## src/rtl/alu_op_sequencer.sv

```systemverilog
// Serializes one ALU request (op, a, b) onto the shared en/sel/x load bus,
// then captures the ALU result and holds it until the consumer takes it.
module alu_op_sequencer #(
  parameter int unsigned WIDTH = 6
) (
  input  logic             clk,
  input  logic             rst,
  input  logic             req_valid,
  output logic             req_ready,
  input  logic [2:0]       req_op,
  input  logic [WIDTH-1:0] req_a,
  input  logic [WIDTH-1:0] req_b,
  output logic             en,
  output logic [1:0]       sel,
  output logic [WIDTH-1:0] x,
  input  logic [WIDTH-1:0] alu_y,
  input  logic             alu_zf,
  input  logic             alu_cf,
  input  logic             alu_of,
  output logic             res_valid,
  input  logic             res_ready,
  output logic [WIDTH-1:0] res_y,
  output logic             res_zf,
  output logic             res_cf,
  output logic             res_of,
  output logic             busy
);

  localparam int unsigned OP_W  = 3;
  localparam int unsigned SEL_W = 2;

  localparam logic [SEL_W-1:0] SEL_F = 2'b00;
  localparam logic [SEL_W-1:0] SEL_A = 2'b01;
  localparam logic [SEL_W-1:0] SEL_B = 2'b10;

  typedef enum logic [2:0] {
    S_IDLE,
    S_LOAD_F,
    S_LOAD_A,
    S_LOAD_B,
    S_WAIT,
    S_DONE
  } state_t;

  typedef struct packed {
    logic [OP_W-1:0]  op;
    logic [WIDTH-1:0] a;
    logic [WIDTH-1:0] b;
  } req_t;

  state_t           state_q, state_d;
  req_t             req_q, cur;
  logic             accept;
  logic [OP_W-1:0]  cache_op_q;
  logic             cache_valid_q;
  logic             en_d;
  logic [SEL_W-1:0] sel_d;
  logic [WIDTH-1:0] x_d;

  // Next state and next bus values; bus outputs are registered from state_d.
  always_comb begin
    state_d = state_q;
    accept  = 1'b0;
    en_d    = 1'b0;
    sel_d   = SEL_F;
    x_d     = '0;
    cur     = req_q;

    case (state_q)
      S_IDLE: begin
        if (req_valid) begin
          accept = 1'b1;
          cur.op = req_op;
          cur.a  = req_a;
          cur.b  = req_b;
          if (!cache_valid_q || (cache_op_q != req_op)) state_d = S_LOAD_F;
          else                                           state_d = S_LOAD_A;
        end
      end
      S_LOAD_F: state_d = S_LOAD_A;
      S_LOAD_A: state_d = S_LOAD_B;
      S_LOAD_B: state_d = S_WAIT;
      S_WAIT:   state_d = S_DONE;
      S_DONE:   if (res_ready) state_d = S_IDLE;
      default:  state_d = S_IDLE;
    endcase

    case (state_d)
      S_LOAD_F: begin
        en_d  = 1'b1;
        sel_d = SEL_F;
        x_d   = WIDTH'(cur.op);
      end
      S_LOAD_A: begin
        en_d  = 1'b1;
        sel_d = SEL_A;
        x_d   = cur.a;
      end
      S_LOAD_B: begin
        en_d  = 1'b1;
        sel_d = SEL_B;
        x_d   = cur.b;
      end
      default: ;
    endcase
  end

  always_ff @(posedge clk) begin
    if (rst) begin
      state_q       <= S_IDLE;
      req_q         <= '0;
      cache_op_q    <= '0;
      cache_valid_q <= 1'b0;
      en            <= 1'b0;
      sel           <= SEL_F;
      x             <= '0;
      req_ready     <= 1'b1;
      busy          <= 1'b0;
      res_valid     <= 1'b0;
      res_y         <= '0;
      res_zf        <= 1'b0;
      res_cf        <= 1'b0;
      res_of        <= 1'b0;
    end else begin
      state_q   <= state_d;
      en        <= en_d;
      sel       <= sel_d;
      x         <= x_d;
      req_ready <= (state_d == S_IDLE);
      busy      <= (state_d != S_IDLE);

      if (accept) req_q <= cur;

      // The f register now holds this op, so later identical ops skip LOAD_F.
      if (state_q == S_LOAD_F) begin
        cache_op_q    <= req_q.op;
        cache_valid_q <= 1'b1;
      end

      if (state_q == S_WAIT) begin
        res_y     <= alu_y;
        res_zf    <= alu_zf;
        res_cf    <= alu_cf;
        res_of    <= alu_of;
        res_valid <= 1'b1;
      end else if ((state_q == S_DONE) && res_ready) begin
        res_valid <= 1'b0;
      end
    end
  end

endmodule

```

## config.mk

```make
export PLATFORM = sky130hd
export DESIGN_NAME = alu_op_sequencer
export DESIGN_NICKNAME = d
export VERILOG_FILES = /design/src/rtl/alu_op_sequencer.sv
export SDC_FILE = /design/constraint.sdc
export NUM_CORES = 1
export LEC_CHECK = 0
export CORE_MARGIN = 2
export CORE_UTILIZATION = 45
export CTS_CLUSTER_DIAMETER = 30
export CTS_CLUSTER_SIZE = 16
export DETAILED_ROUTE_END_ITERATION = 8
export PLACE_DENSITY = 0.84
export RECOVER_POWER = 100
export SETUP_SLACK_MARGIN = 0.5
export SKIP_CTS_REPAIR_TIMING = 1
export SLEW_MARGIN = 20
export SYNTH_ARGS = -nofsm -noshare
export SYNTH_HDL_FRONTEND = slang
export SYNTH_SLANG_ARGS = --single-unit
export TNS_END_PERCENT = 30
```

## constraint.sdc

```tcl
create_clock -name clk -period 3.58 [get_ports clk]
set_clock_uncertainty 0.1 [all_clocks]
set_input_delay 0.358 -clock clk [delete_from_list [all_inputs] [get_ports clk]]
set_output_delay 0.358 -clock clk [all_outputs]
set_load 0.005 [all_outputs]
```

After elaboration in Yosys (flattened, before gate mapping):

Index checks and enable logic that the tools add are counted.

* input bits: 28
* logic and storage cells: 46
* bits in registers: 43

* multiplexer cells: 13
* eq/ne operators: 9
* reduce and logical (&&, ||, !) cells: 8

Operator list (number)
* 15-bit 2-to-1 mux: 2
* 3-bit one-hot mux with 6 select lines: 1
* 6-bit one-hot mux with 3 select lines: 1
* 3-bit by 2-bit equality test with 1-bit output (second input constant): 4
* 3-bit by 1-bit equality test with 1-bit output (second input constant): 2
* 3-bit equality test (second input constant): 2
* 3-bit logical NOT: 2
* 3-bit 2-to-1 mux: 2
* 1-bit 2-to-1 mux: 5
* 2-bit one-hot mux with 2 select lines: 1
* 3-bit inequality test: 1
* 3-bit nonzero test: 1
* 3-bit OR reduction: 1
* 2-bit 2-to-1 mux: 1
* 2-bit nonzero test: 1
* 1-bit logical AND: 1
* 1-bit logical NOT: 1
* 1-bit logical OR: 1

Depth between registers and ports, before layout:

Gate-level depths: netlist (run 1).

* depth in word-level cells: 8
* gate-level depth with buffers: 6

Least setup slack after synthesis (run 1):

No wires, ideal clock.

* path kind: flip-flop to flip-flop
* start: reg state_q[0]
* end: reg x[4]
* stages on the path, launching flop included: 7
* library setup time: 0.115 ns
* path buffers: 2
* setup slack: 1.905 ns
* data arrival time: 1.460 ns
* path through: dfxtp_1 > buf_6 > nor4b_4 > buf_6 > mux2i_1 > a2bb2oi_1 > nor2_1

* cells in the longest elaborated chain, start to end: 4
* elaborated cells between the ends (all ways): 14
* those cells by class: eq/ne (8); mux (5); reduce/logical (1)

Ends and longest elaborated chain
* from (decl): RTL line 51 `state_t state_q, state_d;`
* from (signal assigned): RTL line 125 `state_q <= state_d;`
* 3-bit equality test (tied with other cells): RTL line 69 `case (state_q)`
* 3-bit one-hot mux with 6 select lines: RTL line 69
* 3-bit by 2-bit equality test with 1-bit output / 3-bit by 1-bit equality test with 1-bit output (equally long branches): RTL line 88 `case (state_d)`
* 6-bit one-hot mux with 3 select lines *: RTL line 88
* to (signal assigned): RTL line 116 `x <= '0;`
* to (signal assigned): RTL line 128 `x <= x_d;`
* to (decl): RTL line 15 `output logic [WIDTH-1:0] x,`

Every way passes the cells marked *; elsewhere a longest branch is shown, timed or not.
A chain may end at the register's enable or synchronous reset.

==> flow_summary.ini, run 1 <==
[placement]
port_buffers = 48
gp_congestion = 0.752
place_hpwl_mm = 2.28
place_inst = 255

[timing]
whs_ns = 0.364
finalWorstPathRequiredPeriod_ns = 2.62
setup_viol = 0
period_share = 0.732
fmax_mhz = 382
grt_setup_unrepaired = no
relSlewSlack = -0.0263
drv_slew = 37
worst_slew_pin_slew_ns = 1.54
fin_tns_setup_ns = 0
hold_viol = 0

[die]
dieArea_sq_um = 4260
start_util = 0.465
row_count = 22
fp.dieW_um = 65.3
core_sq_um = 3630
die_h_um = 65.3
num_io_pins = 49

[logic_synthesis]
synth_nets = 196
synth-seq-cells = 43
synth_seq_area_share = 0.510
yosysTopAreaCell = dfxtp_1
yosysTopAreaCellShare = 0.510
syn_area_sq_um = 1690
synth_cell_types = 34
synth_area_leaders = dfxtp_1 51%, mux2i_1 11%, nor2_1 5.8%
synthCells = 168
synth_edf_count = 0
synthArstFlopShare = 0
ys_warn_count = 0
synth_flop_cell = dfxtp_1
avgSynthCellArea_sq_um = 10.1

[worst_setup_path]
crit_type = primary input to flip-flop
required_ns = 3.65
crit_arrival_ns = 2.69
crit_path_end_kind = flip-flop
crit_fanout = 36
start_kind = primary input

[pwr]
power.leakage_nw = 0.888
power.density_nw_per_um2 = 496
vdd_drop_max_v = 0.000363

[global_routing]
grt_max_degree = 37
track_usage = 0.174
overflow = 0
grt_antenna_before_repair = 0
grt_pass1_vias = 1276
grt_pass1_wl_mm = 5.60

[status]
status = finished, violations left
violations = max-capacitance violations, max-slew violations

[detailed_routing]
vias = 1303
drtIter0Drc = 53
firstDrtPassIters = 5
drc = 0
wl_per_cell_um = 12.3
ant_nets = 0
viasPerCell = 4.95
wirelength_mm = 3.23

[cts]
clockRootBuffer = clkbuf_8
cts_htree_levels = 2
cts_max_path_buffers = 2
tritoncts = yes
cts.sinks = 43
cts_buffers = 5
path_clk_slew_ns = 0.08
clk_latency_ns = 0.29

[finish]
final_cells = 263
final_layout_size_suffix_gt1_frac = 0.0837
nets = 242
area_growth_pct = 35.4
num_antenna_cells = 0
fin_util = 0.629

[flow_run]
maxCapViolCount = 1

[hold_path]
min_path_type = flip-flop to flip-flop
cell usage after synthesis (2+ instances only):
| cell type | number |
|---|---|
| dfxtp_1 | 43 |
| a2bb2oi_1 | 3 |
| inv_1 | 2 |
| buf_1 | 2 |
| or2_1 | 3 |
| clkbuf_1 | 2 |
| buf_6 | 3 |
| xnor2_1 | 2 |
| a21oi_1 | 18 |
| buf_4 | 3 |
| nor2_1 | 26 |
| nand2_1 | 19 |
| a22oi_1 | 3 |
| mux2i_1 | 18 |
| nand3b_1 | 2 |
path summary, 6_finish.rpt:
| path | from | end | slack [ns] | depth (start not counted) |
|---|---|---|---|---|
| max | rst | x[5] | 0.96 | 5 |
| min | req_q[4] | req_q[4] | 0.36 | 2 |
| max reg2reg | state_q[2] | res_cf | 1.49 | 3 |
| min reg2reg | req_q[4] | req_q[4] | 0.36 | 2 |
kinds of logic after synthesis:
logic type	synth area share
xor gates and xnor gates	0.0200
buffers and inverters	0.0496
and+or+nand+nor	0.198
muxes	0.107
AOI/OAI and AO/OA	0.116
DFF	0.510
cell type report:
type                    count  area [sq um]
repair buffers             50           492
well taps                  48          60.1
fillers                   326          1350
multi-input cells         112           749
clock buffers               6          82.6
clock inverters             2          35.0
inverters                   2          7.51
flip-flops and latches     43           861
flip-flops by register name (all words and copies together), names as in the netlist:
signal	flops
req_q	15
res_y	6
x	6
cache_op_q	3
state_q	3
sel	2
busy	1
cache_valid_q	1
en	1
req_ready	1
res_cf	1
res_of	1
res_valid	1
res_zf	1
worst max-delay path, cell delays in order:
cell and delay [ns]:
dlygate4sd3_1 0.52, clkbuf_1 1.11, a211o_1 0.22, or2_0 0.38, nor2_1 0.10
layer usage:
metal,vias up,routed length (um),global-route usage
met5,-,0,0
met4,0,56,0.0625
met3,5,197,0.0668
met2,35,1530,0.286
met1,598,1450,0.206
li1,665,-,-
through the flow:
step,setup WS [ns],instance area [sq um],power [mW]
CTS,1.51,2290,1.15
floorplan,1.91,1690,0.698
global placement,1.30,2170,0.769
finish,0.960,2290,1.14
detailed placement,1.26,2170,0.773
global route,0.752,2290,1.19
power breakdown:
part	switching [mW]	internal, mW	leakage [nW]
Sequential	0.0302	0.518	0.351
Clock	0.156	0.226	0.0612
Combinational	0.0948	0.111	0.475
layout by cell type (no fill, tap or decap), drive strengths merged:
master and n:
dfxtp 43, nor2 26, clkdlybuf4s50 26, dlygate4sd3 22, nand2 19, mux2i 18, a21oi 18, clkbuf 7
or2 4, a2bb2oi 3, a22oi 3, nor3b 3, xnor2 3, inv 2, nand3b 2, a41oi 2
nor4b 2, and4bb 1, nor3 1, a211o 1, o21ai 1, nand2b 1, nor2b 1, or4b 1
and2 1, nand4 1, bufinv 1, clkinv 1, buf 1
No activity file was read; power rests on OpenSTA's default activity.
==> run 2, diff against run 1 <==
--- a/config.mk
+++ b/config.mk
@@ -6,11 +6,11 @@
 export NUM_CORES = 1
 export LEC_CHECK = 0
 export CORE_MARGIN = 2
-export CORE_UTILIZATION = 45
+export CORE_UTILIZATION = 42
 export CTS_CLUSTER_DIAMETER = 30
 export CTS_CLUSTER_SIZE = 16
 export DETAILED_ROUTE_END_ITERATION = 8
-export PLACE_DENSITY = 0.84
+export PLACE_DENSITY = 0.83
 export RECOVER_POWER = 100
 export SETUP_SLACK_MARGIN = 0.5
 export SKIP_CTS_REPAIR_TIMING = 1
==> constraint.sdc (replaced) <==
create_clock -name clk -period 2.2 [get_ports clk]
set_clock_uncertainty 0.1 [all_clocks]
set_input_delay 0.22 -clock clk [delete_from_list [all_inputs] [get_ports clk]]
set_output_delay 0.22 -clock clk [all_outputs]
set_load 0.005 [all_outputs]
==> flow_summary.ini, run 2 (synthesis gave the netlist of run 1 again) <==
[pwr]
power.density_nw_per_um2 = 753
p_int_mw = 1.26
switchingPower_mw = 0.490
vdd_drop_max_v = 0.000423
switching_share = 0.281
clockPowerShare = 0.285
pwr-share-seq = 0.508
comb_power_share = 0.207
design_power_total_mw = 1.75
power.leakage_nw = 0.904

[die]
core_sq_um = 3940
start_util = 0.428
num_io_pins = 49
row_count = 23
die_h_um = 67.4
dieArea_sq_um = 4540
fp.dieW_um = 67.4

[cts]
cts_max_path_buffers = 2
clk_latency_ns = 0.30
cts.sinks = 43
clockRootBuffer = clkbuf_8
cts_htree_levels = 2
path_clk_slew_ns = 0.08
tritoncts = yes
cts_buffers = 5

[flow_run]
maxCapViolCount = 0

[finish]
registers.top_by_ff_count = req_q
final_layout_size_suffix_gt1_frac = 0.104
area_growth_pct = 37.3
largest_reg_flops = 15
final_common_cell = dfxtp_1
num_antenna_cells = 0
seq_area_sq_um = 865
final_cell_mix = 42 x dfxtp_1, 26 x nor2_1, 25 x clkdlybuf4s50_1
top_regs = req_q: 15 flops, res_y: 6 flops, x: 6 flops
nets = 249
fillers = 344
multi_input_area_sq_um = 751

[timing]
fmax_mhz = 558
drv_slew = 0
period_share = 0.814
setup_viol = 0
worst_slew_pin_slew_ns = 0.701
hold_viol = 0
grt_setup_unrepaired = no
relSlewSlack = 0.533
fin_tns_setup_ns = 0
finalWorstPathRequiredPeriod_ns = 1.79

[global_routing]
grt_pass1_vias = 1137
overflow = 0
grt_max_degree = 36
track_usage = 0.171
grt_pass1_wl_mm = 5.70
grt_antenna_before_repair = 0

[status]
status = finished clean

[worst_setup_path]
crit_slowest_cell = dfxtp_1
start_kind = flip-flop
crit_arrival_ns = 1.85
crit_type = flip-flop to flip-flop
crit_fanout = 11
critical_path.top_delay_family = flip-flops
crit_path_max_incr_delay_ns = 0.61
crit_chain = nor3b_1, buf_4, mux2i_1, nor2_1
crit_path_end_kind = flip-flop
cp_num_buf_inv = 1
required_ns = 2.26

[detailed_routing]
vias = 1286
wirelength_mm = 3.42
drc = 0
firstDrtPassIters = 4
ant_nets = 0
wl_per_cell_um = 12.6
drtIter0Drc = 61
viasPerCell = 4.73

[hold_path]
min_path_type = flip-flop to flip-flop

[placement]
gp_congestion = 0.752
place_hpwl_mm = 2.24
port_buffers = 48
-- run 2: worst register-to-register path: stages (launching register included) --
cell     delay, ns
dfxtp_1       0.61
nor3b_1       0.48
buf_4         0.24
mux2i_1       0.19
nor2_1        0.05
-- run 2: power groups by stage --
stage          Clock (mW)  Combinational (mW)  Sequential (mW)
2_1_floorplan           0               0.249            0.888
3_3_place_gp            0               0.358            0.909
3_5_place_dp            0               0.363            0.910
4_1_cts             0.513               0.366            0.892
5_1_grt             0.543               0.399            0.898
6_report            0.498               0.361            0.887
-- run 2: path summary, 6_finish.rpt --
check	start	endpoint	slack (ns)	cells after the start
hold reg to reg	req_q[12]	req_q[12]	0.36	2
setup / recovery	state_q[0]	cache_op_q[2]	0.41	4
setup reg to reg	state_q[0]	cache_op_q[2]	0.41	4
hold / removal	req_q[12]	req_q[12]	0.36	2
-- run 2: metrics by stage --
stage                     area, sq um  worst slack, ns  hold slack, ns  instances  utilization
after global placement           2210            0.279           0.343        262        0.561
after global routing             2320            0.302           0.384        272        0.588
after CTS                        2300            0.397           0.362        270        0.584
final                            2320            0.409           0.360        272        0.588
after detailed placement         2210            0.243           0.351        262        0.561
after floorplan                  1690            0.525           0.256        168            -
-- run 2: layout make-up --
| cell class | instances | area share |
|---|---|---|
| Clock inverter | 3 | 0.00863 |
| Clock buffer | 5 | 0.0297 |
| Inverter | 2 | 0.00324 |
| Sequential cell | 43 | 0.373 |
| Multi-Input combinational cell | 112 | 0.324 |
| Tap cell | 50 | 0.0270 |
| Timing Repair Buffer | 57 | 0.235 |
-- run 2: layer usage --
metal / up-vias / global-route usage / share of wire
met3: 6 / 0.0517 / 0.060
met2: 37 / 0.246 / 0.46
met4: 0 / 0.0689 / 0.016
met1: 569 / 0.237 / 0.46
li1: 674 / - / -
met5: - / 0 / 0
==> run 3, diff against run 2 <==
--- a/config.mk
+++ b/config.mk
@@ -6,11 +6,11 @@
 export NUM_CORES = 1
 export LEC_CHECK = 0
 export CORE_MARGIN = 2
-export CORE_UTILIZATION = 42
+export CORE_UTILIZATION = 45
 export CTS_CLUSTER_DIAMETER = 30
 export CTS_CLUSTER_SIZE = 16
 export DETAILED_ROUTE_END_ITERATION = 8
-export PLACE_DENSITY = 0.83
+export PLACE_DENSITY = 0.84
 export RECOVER_POWER = 100
 export SETUP_SLACK_MARGIN = 0.5
 export SKIP_CTS_REPAIR_TIMING = 1
==> constraint.sdc (replaced) <==
create_clock -name clk -period 1.9 [get_ports clk]
set_clock_uncertainty 0.1 [all_clocks]
set_input_delay 0.19 -clock clk [delete_from_list [all_inputs] [get_ports clk]]
set_output_delay 0.19 -clock clk [all_outputs]
set_load 0.005 [all_outputs]
==> flow_summary.ini, run 3 (synthesis gave the netlist of run 1 again) <==
[worst_setup_path]
start_kind = flip-flop
crit_arrival_ns = 1.86
crit_path_max_incr_delay_ns = 0.62
rr_startpoint = state_q[1]
timing.reg2reg.setup_slack_ns = 0.18
crit_path_end_kind = flip-flop
crit_type = flip-flop to flip-flop
r2r_end = x[0]
crit_fanout = 7
crit_slowest_cell = or4b_1
r2r_cells = 4
crit_chain = or4b_1, a41oi_4, a22oi_1, a21oi_1
required_ns = 2.04

[flow_run]
maxCapViolCount = 0

[die]
num_io_pins = 49
start_util = 0.465
die_h_um = 65.3
row_count = 22
fp.dieW_um = 65.3
dieArea_sq_um = 4260
core_sq_um = 3630

[finish]
final_layout_size_suffix_gt1_frac = 0.157
final_common_cell = dfxtp_1
fillers = 287
area_growth_pct = 43.6
final_cell_mix = 41 x dfxtp_1, 26 x nor2_1, 26 x clkdlybuf4s50_1
registers.top_by_ff_count = req_q
nets = 257
num_antenna_cells = 0
top_regs = req_q: 15 flops, res_y: 6 flops, x: 6 flops
largest_reg_flops = 15

[detailed_routing]
m1WireLength_mm = 1.72
routed.top_layer = met4
firstDrtPassIters = 4
ant_nets = 0
drtIter0Drc = 72
wl_per_cell_um = 14.1
drc = 0
wirelength_mm = 3.91
vias = 1405
viasPerCell = 5.07
dr_wl_met2_mm = 1.87
wl_met3_um = 207

[cts]
tritoncts = yes
cts_buffers = 5
cts_htree_levels = 2
cts.sinks = 43
cts_max_path_buffers = 2
path_clk_slew_ns = 0.08
clk_latency_ns = 0.30
clockRootBuffer = clkbuf_8

[timing]
drv_slew = 0
worst_slew_pin_slew_ns = 0.712
grt_setup_unrepaired = yes
period_share = 0.905
hold_viol = 0
fmax_mhz = 581
finalWorstPathRequiredPeriod_ns = 1.72
fin_tns_setup_ns = 0
setup_viol = 0
relSlewSlack = 0.525

[global_routing]
track_usage = 0.185
grt_pass1_vias = 1295
overflow = 0
grt_max_degree = 36
grt_antenna_before_repair = 0
grt_pass1_wl_mm = 5.89

[hold_path]
min_path_type = primary input to flip-flop
min-delay-start = req_b[4]
min_delay_path_depth = 3
whs_endpoint = req_q[4]

[placement]
gp_congestion = 0.788
place_hpwl_mm = 2.49
port_buffers = 48

[pwr]
design_power_total_mw = 2.12
power.leakage_nw = 0.959
vdd_drop_max_v = 0.000507
power.density_nw_per_um2 = 874

[status]
status = finished clean
==> run 3: layout make-up <==
class,instances,area (sq um),area share
multi-input combinational,112,776,0.320
inverter,2,7.51,0.00310
tap,48,60.1,0.0248
clock inverter,1,5.00,0.00206
clock buffer,6,82.6,0.0341
timing repair buffer,65,631,0.260
sequential,43,863,0.356
==> run 3: worst max-delay path by stage <==
| stage | startpoint | end | slack [ns] | cells past startpoint |
|---|---|---|---|---|
| global placement | req_valid | x[1] | 0.04 | 5 |
| detailed placement | req_valid | x[0] | -0.05 | 5 |
| CTS | state_q[1] | x[2] | 0.16 | 4 |
| finish | state_q[1] | x[0] | 0.18 | 4 |
| floorplan | state_q[0] | x[4] | 0.23 | 6 |
| global route | state_q[1] | x[0] | 0.13 | 4 |
==> run 3: where the power goes <==
part / internal, mW / leakage [nW] / switching [mW] / total, mW
Sequential: 0.977 / 0.352 / 0.0434 / 1.02
Combinational: 0.280 / 0.560 / 0.239 / 0.520
Clock: 0.285 / 0.0470 / 0.294 / 0.579
Total: 1.54 / 0.959 / 0.577 / 2.12
==> run 3: metrics by stage <==
step                      hold slack [ns]  cell area [sq um]  worst slack (ns)  instances   util
after CTS                           0.332               2340             0.163        271  0.644
final                               0.332               2420             0.180        277  0.667
after global placement              0.344               2250            0.0373        264  0.620
after detailed placement            0.352               2250           -0.0538        264  0.620
after global routing                0.343               2420             0.126        277  0.667
after floorplan                     0.226               1690             0.225        168      -
==> run 3: worst max-delay path: cells and delay by family, from the launching register on <==
kind	cells	cell delay (ns)
AOI/OAI and AO/OA	3	0.55
and+or+nand+nor	1	0.62
DFF	1	0.38
==> run 3: routing by layer <==
layer | vias up | GRT usage
li1 | 690 | -
met1 | 665 | 0.233
met2 | 40 | 0.291
met3 | 10 | 0.0377
met4 | 0 | 0.112
met5 | - | 0
==> RTL edit, RTL diff (flow settings as in run 1) <==
The 6 states of `state_t` get a one-hot encoding in 6 bits.
--- a/src/rtl/alu_op_sequencer.sv
+++ b/src/rtl/alu_op_sequencer.sv
@@ -35,9 +35,9 @@
 
-  typedef enum logic [2:0] {
-    S_IDLE,
-    S_LOAD_F,
-    S_LOAD_A,
-    S_LOAD_B,
-    S_WAIT,
-    S_DONE
+  typedef enum logic [5:0] {
+    S_IDLE   = 6'b000001,
+    S_LOAD_F = 6'b000010,
+    S_LOAD_A = 6'b000100,
+    S_LOAD_B = 6'b001000,
+    S_WAIT   = 6'b010000,
+    S_DONE   = 6'b100000
   } state_t;
Formal check against the unedited RTL: same outputs for any inputs over 10 cycles, from zero or initial values and one cycle with rst high; not proved beyond that.
==> RTL edit against run 1 <==
  * Total power shrank 6.1%
  * The flow still finishes with violations (max-capacitance violations, max-slew violations)
  * Final area grew 7.1%
  * Sequential share of layout area is essentially flat
  * Non-clock buffer count shrank 1
  * Combinational power shrank 33%
  * Die area grew 11%
  * Sequential cell count grew 3
  * Worst setup slack lost 0.072 ns
  * Clock power shrank 1%
  * Area after synthesis grew 11%
  * Final cell count grew 13%
  * Routed wire length grew 24%
==> RTL edit: results (changes against run 1) <==
global_route:
  grt_pass1_wl_mm: 6.68  # +19%
  grt_pass1_vias: 1490  # +17%
  met3_usage: 0.0406  # -0.0262
  grt_max_degree: 26  # -30%
  grtUsageMet1: 0.240  # +0.0339
sta:
  slew_viol_final: 9  # -76%
  timing.hold.ws_ns: 0.365  # +0.00142 ns
  max-slew-margin-rel: -0.0801  # -0.0538
critical_path:
  critPathArrivalTime_ns: 2.78  # +0.09 ns
  cpMaxStageDelayCell: "nor4b_1"
  max_stage_delay_ns: 1.35  # +0.24 ns
  timing.rr.start: "state_q[0]$_SDFF_PP1_"
  worst-path-max-fanout: 9  # -75%
cells_and_area:
  nFillCells: 357  # +9.5%
  layout-drive-gt1-share: 0.0567  # -0.0270
  final_cells: 297  # +13%
status:
  failed_checks: "max-capacitance violations, max-slew violations"
  outcome: "finished with violations"
synthesis:
  syn-num-nets: 227  # +16%
  synth_area_leaders: "dfxtp_1 (49%), mux2i_1 (6.9%), a21oi_1 (5.3%)"
  syn_area_per_cell_um2: 9.46  # -5.9%
  yosys-top-cells-count: "dfxtp_1 (46), nand2_1 (26), a21oi_1 (20)"
  ys_seq_area_frac: 0.489  # -0.0203
flow_run:
  cap_viol_max_count: 1  # unchanged
route:
  drtIter0Drc: 79  # +49%
hold_path:
  holdPathEnd: "req_q[14]$_SDFFE_PP0P_"
  hold_start: "req_q[14]$_SDFFE_PP0P_"
## RTL edit: cells by family after synthesis
kind of cell           Yosys count  share of synthesized area
AO/OA/AOI/OAI                   44                      0.146
multiplexers                    13                     0.0691
XOR/XNOR                         3                     0.0140
flip-flops                      46                      0.489
AND/OR/NAND/NOR                 79                      0.241
buffers and inverters           14                     0.0406
## RTL edit: metal layers
layer  part of all wire  wire [µm]  vias to the layer above
li1                   -          -                      796
met1               0.44       1780                      775
met2               0.49       1960                       37
met3              0.052        208                        6
met4              0.016         66                        0
met5                  0          0                        -
## RTL edit: area by class of cell
type | instances | area share
flip-flops and latches | 46 | 0.376
inverters | 5 | 0.00766
repair buffers | 49 | 0.198
well taps | 50 | 0.0255
clock buffers | 6 | 0.0296
clock inverters | 2 | 0.0153
multi-input cells | 139 | 0.348
## RTL edit: worst max-delay path: cells and delay by family, from the launching register on
kind / cells / cell delay (ns)
compound gates: 2 / 0.73
flops: 1 / 0.40
simple gates: 1 / 1.35
## RTL edit: report_power, final
group          leakage [nW]  switching [mW]  internal [mW]
Clock                0.0514           0.169          0.208
Sequential            0.374          0.0150          0.536
Combinational         0.600          0.0709         0.0672
Total                  1.02           0.255          0.811
## RTL edit: worst max-delay path by stage
stage,start,endpoint,slack [ns],depth (start not counted)
6_report,state_q[0]$_SDFF_PP1_,state_q[0]$_SDFF_PP1_,0.89,3
5_1_grt,state_q[0]$_SDFF_PP1_,x[1]$_SDFF_PP0_,0.81,4
4_1_cts,state_q[5]$_SDFF_PP0_,x[0]$_SDFF_PP0_,1.60,4
3_5_place_dp,req_op[2],x[2]$_SDFF_PP0_,1.43,5
3_3_place_gp,req_op[2],x[2]$_SDFF_PP0_,1.45,5
2_1_floorplan,state_q[0]$_SDFF_PP1_,req_ready$_SDFF_PP1_,1.95,4
## RTL edit: through the flow
stage	util	cell area, µm²
floorplan	-	1880
global placement	0.594	2370
CTS	0.621	2480
global route	0.612	2450
detailed placement	0.594	2370
finish	0.612	2450
